[src/rtl/stopwatch_pkg.sv]
// Shared types and digit limits for the mm:ss BCD stopwatch.
package stopwatch_pkg;

    typedef enum logic [1:0] {IDLE, RUN, PAUSE} sw_state_t;

    localparam int SEC_ONES_MAX = 9;
    localparam int SEC_TENS_MAX = 5;
    localparam int MIN_ONES_MAX = 9;
    localparam int MIN_TENS_MAX = 5;

    // Packed time layout, LSB first: sec_ones[3:0], sec_tens[6:4], min_ones[10:7], min_tens[13:11]
    localparam int TIME_W = 14;

endpackage

[src/rtl/bcd_digit.sv]
// One BCD digit counting 0..MAX; co flags the enabled rollover that carries into the next digit.
module bcd_digit #(
    parameter int MAX = 9,
    parameter int W   = 4
) (
    input  logic         clk,
    input  logic         rst,
    input  logic         clr,
    input  logic         en,
    output logic [W-1:0] q,
    output logic         co
);

    localparam logic [W-1:0] MAX_V = W'(MAX);

    logic [W-1:0] q_d;
    logic [W-1:0] q_q;

    always_comb begin
        q_d = q_q;
        if (clr) begin
            q_d = '0;
        end else if (en) begin
            q_d = (q_q == MAX_V) ? '0 : q_q + W'(1);
        end
    end

    always_ff @(posedge clk) begin
        if (rst) begin
            q_q <= '0;
        end else begin
            q_q <= q_d;
        end
    end

    assign q  = q_q;
    assign co = en && (q_q == MAX_V);

endmodule

[src/rtl/bcd_stopwatch.sv]
// mm:ss BCD stopwatch with run/pause/clear FSM, tick prescaler and 59:59 wrap pulse.
// Define STOPWATCH_LAP_EN to add the lap input and the frozen-snapshot display.
module bcd_stopwatch
    import stopwatch_pkg::*;
#(
    parameter int TICK_DIV = 1
) (
    input  logic       clk,
    input  logic       rst,
    input  logic       tick,
    input  logic       start,
    input  logic       stop,
    input  logic       clear,
`ifdef STOPWATCH_LAP_EN
    input  logic       lap,
`endif
    output logic [3:0] sec_ones,
    output logic [2:0] sec_tens,
    output logic [3:0] min_ones,
    output logic [2:0] min_tens,
    output logic       running,
    output logic       wrap
);

    localparam int DIV_W = (TICK_DIV > 1) ? $clog2(TICK_DIV) : 1;
    localparam logic [DIV_W-1:0] DIV_LAST = DIV_W'(TICK_DIV - 1);

    sw_state_t         state_q, state_d;
    logic [DIV_W-1:0]  div_q, div_d;
    logic              wrap_q, wrap_d;
    logic              tick_ok;
    logic              sec_en;
    logic [3:0]        dig_en, dig_co;
    logic [TIME_W-1:0] dig_time;
    logic [TIME_W-1:0] disp;

    always_comb begin
        state_d = state_q;
        unique case (state_q)
            IDLE:    if (!clear && start) state_d = RUN;
            RUN:     if (clear) state_d = IDLE; else if (stop) state_d = PAUSE;
            PAUSE:   if (clear) state_d = IDLE; else if (start) state_d = RUN;
            default: state_d = IDLE;
        endcase
    end

    // Tick is qualified by the registered state, so a start edge's own tick is dropped.
    always_comb begin
        tick_ok = tick && (state_q == RUN) && !clear;
        div_d   = div_q;
        sec_en  = 1'b0;
        if (clear) begin
            div_d = '0;
        end else if (tick_ok) begin
            if (div_q == DIV_LAST) begin
                div_d  = '0;
                sec_en = 1'b1;
            end else begin
                div_d = div_q + DIV_W'(1);
            end
        end
    end

    assign dig_en = {dig_co[2:0], sec_en};
    assign wrap_d = dig_co[3];

    for (genvar gi = 0; gi < 4; gi++) begin : g_digit
        localparam int DMAX = (gi == 0) ? SEC_ONES_MAX :
                              (gi == 1) ? SEC_TENS_MAX :
                              (gi == 2) ? MIN_ONES_MAX : MIN_TENS_MAX;
        localparam int DW   = $clog2(DMAX + 1);
        localparam int OFF  = (gi == 0) ? 0 : (gi == 1) ? 4 : (gi == 2) ? 7 : 11;
        logic [DW-1:0] q;

        bcd_digit #(.MAX(DMAX), .W(DW)) u_digit (
            .clk (clk),
            .rst (rst),
            .clr (clear),
            .en  (dig_en[gi]),
            .q   (q),
            .co  (dig_co[gi])
        );
        assign dig_time[OFF +: DW] = q;
    end

    always_ff @(posedge clk) begin
        if (rst) begin
            state_q <= IDLE;
            div_q   <= '0;
            wrap_q  <= 1'b0;
        end else begin
            state_q <= state_d;
            div_q   <= div_d;
            wrap_q  <= wrap_d;
        end
    end

`ifdef STOPWATCH_LAP_EN
    logic              lap_hold_q, lap_hold_d;
    logic [TIME_W-1:0] lap_q, lap_d;

    // A lap while holding always releases, even outside RUN.
    always_comb begin
        lap_hold_d = lap_hold_q;
        lap_d      = lap_q;
        if (clear) begin
            lap_hold_d = 1'b0;
        end else if (lap && lap_hold_q) begin
            lap_hold_d = 1'b0;
        end else if (lap && (state_q == RUN)) begin
            lap_hold_d = 1'b1;
            lap_d      = dig_time;
        end
    end

    always_ff @(posedge clk) begin
        if (rst) begin
            lap_hold_q <= 1'b0;
            lap_q      <= '0;
        end else begin
            lap_hold_q <= lap_hold_d;
            lap_q      <= lap_d;
        end
    end

    assign disp = lap_hold_q ? lap_q : dig_time;
`else
    assign disp = dig_time;
`endif

    assign sec_ones = disp[3:0];
    assign sec_tens = disp[6:4];
    assign min_ones = disp[10:7];
    assign min_tens = disp[13:11];
    assign running  = (state_q == RUN);
    assign wrap     = wrap_q;

endmodule

[config.mk]
export PLATFORM = sky130hd
export DESIGN_NAME = bcd_stopwatch
export DESIGN_NICKNAME = d
export VERILOG_FILES = /design/src/rtl/stopwatch_pkg.sv /design/src/rtl/bcd_digit.sv /design/src/rtl/bcd_stopwatch.sv
export SDC_FILE = /design/constraint.sdc
export NUM_CORES = 1
export LEC_CHECK = 0
export BUFFER_PORTS_ARGS = -buffer_cell sky130_fd_sc_hd__buf_2
export CAP_MARGIN = 20
export CORE_UTILIZATION = 53
export CTS_CLUSTER_SIZE = 10
export DETAILED_ROUTE_END_ITERATION = 12
export PLACE_DENSITY = 0.81
export SLEW_MARGIN = 40
export SYNTH_ARGS = -nofsm -noshare
export SYNTH_HDL_FRONTEND = slang
export SYNTH_HIERARCHICAL = 1
export SYNTH_SLANG_ARGS = --single-unit
[constraint.sdc]
create_clock -name clk -period 6.8 [get_ports clk]
set_input_delay 1.36 -clock clk [delete_from_list [all_inputs] [get_ports clk]]
set_output_delay 1.36 -clock clk [all_outputs]
set_load 0.02 [all_outputs]
; ---- Word level (Yosys, flattened, before mapping)
; Cells that the tools add are included.
; W data, S select, Z words.
[classes]
n_addsub = 5
n_eq_ne = 9
reduce_logical = 11
n_mux = 14
[op_table]
columns = op, count
row1 = $mux W2, 5
row2 = $add A4 B1 Y4 const B, 2
row3 = $eq A4 B4 Y1 const B, 2
row4 = $mux W4, 2
row5 = $logic_and A1 B1 Y1, 7
row6 = $add A3 B1 Y3 const B, 2
row7 = $eq A3 B3 Y1 const B, 2
row8 = $mux W3, 2
row9 = $ne A3 B3 Y1 const B, 2
row10 = $pmux W2 S3, 1
row11 = $mux W1, 4
row12 = $reduce_and A3 Y1, 1
row13 = $eq A2 B1 Y1 const B, 1
row14 = $eq A2 B2 Y1 const B, 1
row15 = $logic_not A2 Y1, 1
row16 = $ne A2 B2 Y1 const B, 1
row17 = $reduce_or A2 Y1, 1
row18 = $add A1 B1 Y1 const B, 1
row19 = $logic_not A1 Y1, 1
[word_totals]
ff_bits = 18
in_bits = 6
wordCells = 46
output_inout_bits = 16

; ---- Logic depth before layout (Yosys ltp)
; Gate-level depths: netlist of run 1.
[depth]
ltp_word = 9
depth_mapped = 9

; ---- Cells and area by module
; The synthesis of run 1 kept the hierarchy.
[modules_own_cells]
columns = module, cells_per_inst, n_inst, seq_area_each_um2, area_each_um2
row1 = bcd_digit (g_digit[0].u_digit ...), 20, 2, 80.1, 188.9
row2 = bcd_digit (g_digit[1].u_digit ...), 13, 2, 60.1, 146.4
row3 = bcd_stopwatch, 12, 1, 60.1, 132.6

; ---- Worst setup path before layout of run 1
; No wires, ideal clock.
[synth_timing]
kind = input to register
from = input clear
to = register wrap_q, in the netlist wrap
path_slack_ns = 3.414
setup_ns = 0.065
arrival_ns = 3.321
t_required_ns = 6.735
path_stages = 8
path_buffers = 0
cell_sequence = and3b_1 nand2_2 nor3b_1 and4b_2 nand2_2 nor3b_1 and4b_2 nor2b_1
[synth_via]
elab_chain_len = 8
[synth_lines]
columns = item, line
row1 = start: declaration, bcd_stopwatch.sv:13  ; input logic clear,
row2 = $logic_not A1 Y1, bcd_stopwatch.sv:49  ; tick_ok = tick && (state_q == RUN) && !clear;
row3 = $logic_and A1 B1 Y1, bcd_stopwatch.sv:49
row4 = $mux W1, bcd_stopwatch.sv:54  ; end else if (tick_ok) begin
row5 = $mux W1 (*), bcd_stopwatch.sv:52  ; if (clear) begin
row6 = $logic_and A1 B1 Y1 (*), bcd_digit.sv:37  ; assign co = en && (q_q == MAX_V);
row7 = net dig_co[0], bcd_stopwatch.sv:33  ; logic [3:0] dig_en, dig_co;
row8 = $logic_and A1 B1 Y1 (*), bcd_digit.sv:37
row9 = net dig_co[1], bcd_stopwatch.sv:33
row10 = $logic_and A1 B1 Y1 (*), bcd_digit.sv:37
row11 = net dig_co[2], bcd_stopwatch.sv:33
row12 = $logic_and A1 B1 Y1 (*), bcd_digit.sv:37
row13 = net dig_co[3], bcd_stopwatch.sv:33
row14 = end signal: assignment, bcd_stopwatch.sv:94  ; wrap_q <= wrap_d;
row15 = end: declaration, bcd_stopwatch.sv:30  ; logic wrap_q, wrap_d;
; Mark *: on every way through the listed nets, which the timed path passes. The rest lies on a longest branch.
; A chain may end at the register's enable or synchronous reset.

; ---- Worst setup path after layout of run 1
[layout_timing]
from = input clear
to = register wrap_q, in the netlist wrap
[layout_via]
elab_chain_len = 8
[layout_lines]
columns = item, line
row1 = $logic_not A1 Y1, bcd_stopwatch.sv:49
row2 = $logic_and A1 B1 Y1, bcd_stopwatch.sv:49
row3 = $mux W1, bcd_stopwatch.sv:54
row4 = $mux W1 (*), bcd_stopwatch.sv:52
row5 = net sec_en, bcd_stopwatch.sv:32  ; logic sec_en;
row6 = $logic_and A1 B1 Y1 (*), bcd_digit.sv:37
row7 = net dig_co[0], bcd_stopwatch.sv:33
row8 = $logic_and A1 B1 Y1 (*), bcd_digit.sv:37
row9 = net dig_co[1], bcd_stopwatch.sv:33
row10 = $logic_and A1 B1 Y1 (*), bcd_digit.sv:37
row11 = net dig_co[2], bcd_stopwatch.sv:33
row12 = $logic_and A1 B1 Y1 (*), bcd_digit.sv:37
row13 = net dig_co[3], bcd_stopwatch.sv:33
; Marked as above.

==> results of run 1 <==
==> final timing paths <==
kind                                              from                              endpoint  cells past startpoint
setup / recovery                                 clear                       wrap$_SDFF_PP0_                      9
setup reg to reg               state_q[0]$_SDFFE_PP0P_                       wrap$_SDFF_PP0_                      9
hold / removal    g_digit[2].u_digit/q[3]$_SDFFE_PP0P_  g_digit[2].u_digit/q[3]$_SDFFE_PP0P_                      2
hold reg to reg   g_digit[2].u_digit/q[3]$_SDFFE_PP0P_  g_digit[2].u_digit/q[3]$_SDFFE_PP0P_                      2
==> sequential cells by signal (all words and copies together), names as in the netlist <==
register	flops
wrap	1
state_q	2
g_digit.u_digit/q	14
==> through the flow <==
| stage | util | cell area, um^2 |
|---|---|---|
| after floorplan | - | 803 |
| after global placement | 0.687 | 927 |
| after detailed placement | 0.687 | 927 |
| after CTS | 0.706 | 953 |
| after global routing | 0.706 | 953 |
| final | 0.706 | 953 |
==> metal layers <==
layer / vias up / share of wire / wire length [um] / global-route usage
li1: 346 / - / - / -
met1: 287 / 0.52 / 689 / 0.230
met2: 12 / 0.42 / 565 / 0.313
met3: 4 / 0.043 / 58 / 0.0815
met4: 0 / 0.016 / 22 / 0.100
met5: - / 0 / 0 / 0
==> layout by cell type (no fill, tap or decap), drive strengths merged <==
cell / instances
nor3b: 2
buf: 21
and3b: 1
clkbuf: 4
or3: 2
nand2: 4
o21ai: 4
xor2: 2
nor3: 6
nand3: 2
and4b: 6
and4bb: 2
xnor2: 4
nor2b: 6
nand2b: 1
nand3b: 1
a21boi: 4
o21a: 4
or3b: 2
a211oi: 6
dfxtp: 17
nor2: 2
==> power by group through the flow <==
stage	clock (mW)	sequential [mW]	combinational, mW
after floorplan	0	0.103	0.00246
after global routing	0.0585	0.100	0.00806
after CTS	0.0541	0.100	0.00736
after detailed placement	0	0.103	0.00734
after global placement	0	0.103	0.00729
final	0.0519	0.100	0.00727
==> critical path, delay by kind of cell <==
family,cells,cell delay (ps)
buffers and inverters,1,200
and+or+nand+nor,8,2330
==> area by class of cell <==
cell class / instances / area [um^2]
clock buffer: 4 / 26.3
fill: 100 / 397
multi-input combinational: 61 / 463
sequential: 17 / 340
tap: 15 / 18.8
timing repair buffer: 21 / 105
==> cells by family after synthesis <==
family,share of synthesized area
flops,0.424
simple gates,0.336
xor+xnor,0.0654
compound gates,0.174
==> run metrics, run 1 <==
Fin Setup TNS 0 ps; IO Port Bufs 21; Post-CTS Hold Buffers 0; DR WL/cell 11.3 um; Unique masters post-synth 24; final hold vios 0; VDD IR-drop max 0.000134 V; area of the core between 0.001 and 0.0015 mm^2; layout net count 110; Seq pwr share 0.629; hpwl dp 980 um; clock skew 1.12 ps; drt drc 0; clock net sink count 17; Inst Count DP 114; first-pass GRT wire length 2140 um; diode count 0; number of global-route vias before repair roughly 520; PostCTS Resize Cnt 0; Max Freq between 200 and 300 MHz; Avg Cell Area, Syn 10.3 um^2; Rel. slew slack 0.612; Die X just over 40 um; RSZ-0062 raised after global routing no; clock root buffer clkbuf_4; Post-synth top cells 17 x dfxtp_1, 6 x nor2b_1; initial antenna violation count 0; Syn Inst Count 78; Total Wirelength 1340 um; sw frac 0.215; Post-synth EDFFs 0; Combinational Power Share 0.046; CP max FO 15; Worst-Margin Slew 581 ps; Setup WS pre-CTS 2830 ps; register area share after synthesis 0.424; status completed; Slew Viols, Final 0; global placement routability congestion 0.690; ratio of cells with drive above 1 in the final layout 0.320; Psw roughly 0.034 mW; Routed Antenna Nets 0; die height 40.9 um; Clock Path Buffers 2; CP arrival 3890 ps; clock-pin slew on the worst setup and hold paths ~90 ps; slowest stage cell, crit path nor3b_1; Synth area leader dfxtp_1; non-filler instance count after layout 118; max-cap viol count 0; first drt pass iteration count 2; min-delay worst type flip-flop to flip-flop; final worst setup slack about 3100 ps; site row count 13; pin count of the biggest net entering global routing 16; Post-CTS Setup Bufs 0; Power Internal 0.125 mW; Power per Cell Area 167 mW/mm^2; top-count cell post-synth dfxtp_1; Tcrit/Tclk final 0.539; leakage power ~0.39 nW; crit start category input port; Tot Pwr 0.159 mW; P&R area growth vs syn 18.7%; crit-path cells buf_2, and3b_1, nand2_2, nor3b_1, and4b_2, nand2_2, nor3b_1, and4b_2, nor2b_1; ys flop type dfxtp_1; CP max stage delay 500 ps; min Tclk post-route 3670 ps; Initial Util 0.595; critical path endpoint category flip-flop; reg2reg setup slack about 3900 ps; largest cells by area after synthesis dfxtp_1 42%, and4b_1 5.0%, a211oi_2 4.7%; YS warnings 6; Worst EP required 7030 ps; GRT overflow 0; num ports 22; Die ar. 0.00168 mm^2; Clk network pwr share 0.326; Clk Latency, worst-skew pair roughly 280 ps; vias per cell 5.50; async set-or-reset flop fraction in the synthesized netlist 0; Post-Synthesis Net Count 84; Starting DRT DRC Count 8; GRT Util Overall 0.199; final count of negative-setup-slack endpoints 0; # H-tree levels 1; CTS Buf Count 3; CTS tree built; area share of the largest cell type after synthesis 0.424; mapped cell area 803 um^2; count of state elements after synthesis 17; Hold WS slightly above 500 ps; CP Class input port to flip-flop; DR vias 649
Note: power is estimated with default switching activity, not from simulation.
==> run 2, diff against run 1 <==
--- a/config.mk
+++ b/config.mk
@@ -7,10 +7,10 @@
 export LEC_CHECK = 0
 export BUFFER_PORTS_ARGS = -buffer_cell sky130_fd_sc_hd__buf_2
 export CAP_MARGIN = 20
-export CORE_UTILIZATION = 53
+export CORE_UTILIZATION = 44
 export CTS_CLUSTER_SIZE = 10
 export DETAILED_ROUTE_END_ITERATION = 12
-export PLACE_DENSITY = 0.81
+export PLACE_DENSITY = 0.72
 export SLEW_MARGIN = 40
 export SYNTH_ARGS = -nofsm -noshare
 export SYNTH_HDL_FRONTEND = slang
==> constraint.sdc (replaced) <==
create_clock -name clk -period 3 [get_ports clk]
set_input_delay 0.6 -clock clk [delete_from_list [all_inputs] [get_ports clk]]
set_output_delay 0.6 -clock clk [all_outputs]
set_load 0.02 [all_outputs]
==> run 2 against run 1 <==
  * Cell count grew 9.3%
  * Largest power group unchanged
  * Largest cell class unchanged
  * Final area grew 2.1%
  * Highest routed layer is now met3
  * Clock-buffer cell count is the same
  * Clock power grew 130%
==> run metrics, run 2 (same netlist as run 1, synthesis figures left out) <==
Psw 0.0812 mW; Max Freq 396 MHz; diode count 0; register area 340 um^2; ratio of cells with drive above 1 in the final layout 0.327; GRT Util Overall 0.165; Total Wirelength 1510 um; layout net count 111; status completed; critical path endpoint category flip-flop; max-cap viol count 0; global placement routability congestion 0.800; leakage power 0.399 nW; Setup WS pre-CTS roughly 150 ps; fill count 176; die height 44.7 um; non-filler instance count after layout 129; Initial Util 0.465; final count of negative-setup-slack endpoints 0; Clock Path Buffers 2; Slew Viols, Final 0; min-delay worst type flip-flop to flip-flop; Clk network pwr share 0.332; Seq pwr share 0.623; CTS tree built; PostCTS Resize Cnt 0; number of global-route vias before repair roughly 550; Post-CTS Hold Buffers 0; max reg flops 14; IO Port Bufs 21; Tcrit/Tclk final 0.843; sw frac 0.222; final core utilization 0.564; first-pass GRT wire length 2370 um; Combinational Power Share 0.046; Power per Cell Area 375 mW/mm^2; CTS Buf Count 3; first drt pass iteration count 3; GRT overflow 0; Multi-input gate area 463 um^2; Clk Latency, worst-skew pair a little under 300 ps; clock skew 0.857 ps; CP max stage delay 480 ps; DR vias approximately 660; area of the core 0.00173 mm^2; CP max FO 15; CP Class input port to flip-flop; final worst setup slack 472 ps; DR WL/cell 11.7 um; final hold vios 0; site row count 15; num ports 22; Fin Setup TNS 0 ps; VDD IR-drop max between 0.0002 and 0.0003 V; Starting DRT DRC Count 11; Inst Count DP 125; Worst-Margin Slew about 550 ps; min Tclk post-route 2530 ps; clock-pin slew on the worst setup and hold paths 90 ps; pin count of the biggest net entering global routing 16; crit start category input port; Power Internal 0.284 mW; commonest non-fill, non-tap cell in the layout buf_2; CP arrival about 2800 ps; P&R area growth vs syn 21.2%; Die X 44.7 um; clock net sink count 17; worst path bufs/invs 1; CP delay by family, top simple AND/OR/NAND/NOR gates; Routed Antenna Nets 0; RSZ-0062 raised after global routing no; Rel. slew slack 0.632; slowest stage cell, crit path nor3b_1; vias per cell 5.10; drt drc 0; Post-CTS Setup Bufs 0; Worst EP required 3230 ps; clock root buffer clkbuf_4; initial antenna violation count 0; hpwl dp 1070 um; # H-tree levels 1; Die ar. 0.00200 mm^2; most frequent cells in the layout 21 x buf_2, 17 x dfxtp_1, 6 x nor2b_1; crit-path cells buf_2, and3b_1, nand2_2, nor3b_1, and4b_2, nand2_2, nor3b_1, and4b_2, nor2b_1
run 2: per-stage QoR:
stage               total power [mW]  hold WS (ps)  cell area (um^2)
finish                         0.365           529               973
detailed placement             0.249           517               947
global route                   0.384           574               973
floorplan                      0.238           483               803
CTS                            0.369           534               973
global placement               0.249           510               947
run 2: final timing paths:
path,from,endpoint,slack [ps],depth (start not counted)
worst min register to register,g_digit[0].u_digit/q[3]$_SDFFE_PP0P_,g_digit[0].u_digit/q[3]$_SDFFE_PP0P_,530,2
worst min-delay path,g_digit[0].u_digit/q[3]$_SDFFE_PP0P_,g_digit[0].u_digit/q[3]$_SDFFE_PP0P_,530,2
worst max register to register,state_q[0]$_SDFFE_PP0P_,wrap$_SDFF_PP0_,520,9
worst max-delay path,clear,wrap$_SDFF_PP0_,470,9
run 2: layout make-up:
| class | instances | share of cell area |
|---|---|---|
| clock buffers | 4 | 0.0270 |
| multi-input cells | 61 | 0.476 |
| flip-flops and latches | 17 | 0.350 |
| well taps | 25 | 0.0321 |
| repair buffers | 22 | 0.116 |
run 2: routing by layer:
metal / routed length [um] / vias to the layer above / global-route usage
met5: 0 / - / 0
met2: 729 / 12 / 0.262
met1: 704 / 301 / 0.202
met4: 0 / 0 / 0.0485
met3: 71 / 0 / 0.0760
li1: - / 345 / -
run 2: worst min-delay path, cell delays in order, from the launching register on:
cell and delay (ps):
dfxtp_1 340, o21ai_0 80, a211oi_1 70
run 2: power groups by stage:
stage	registers, mW	clock network [mW]	logic (mW)
after CTS	0.227	0.125	0.0171
after global routing	0.227	0.138	0.0184
after detailed placement	0.232	0	0.0171
after global placement	0.232	0	0.0163
final	0.227	0.121	0.0167
after floorplan	0.232	0	0.00557
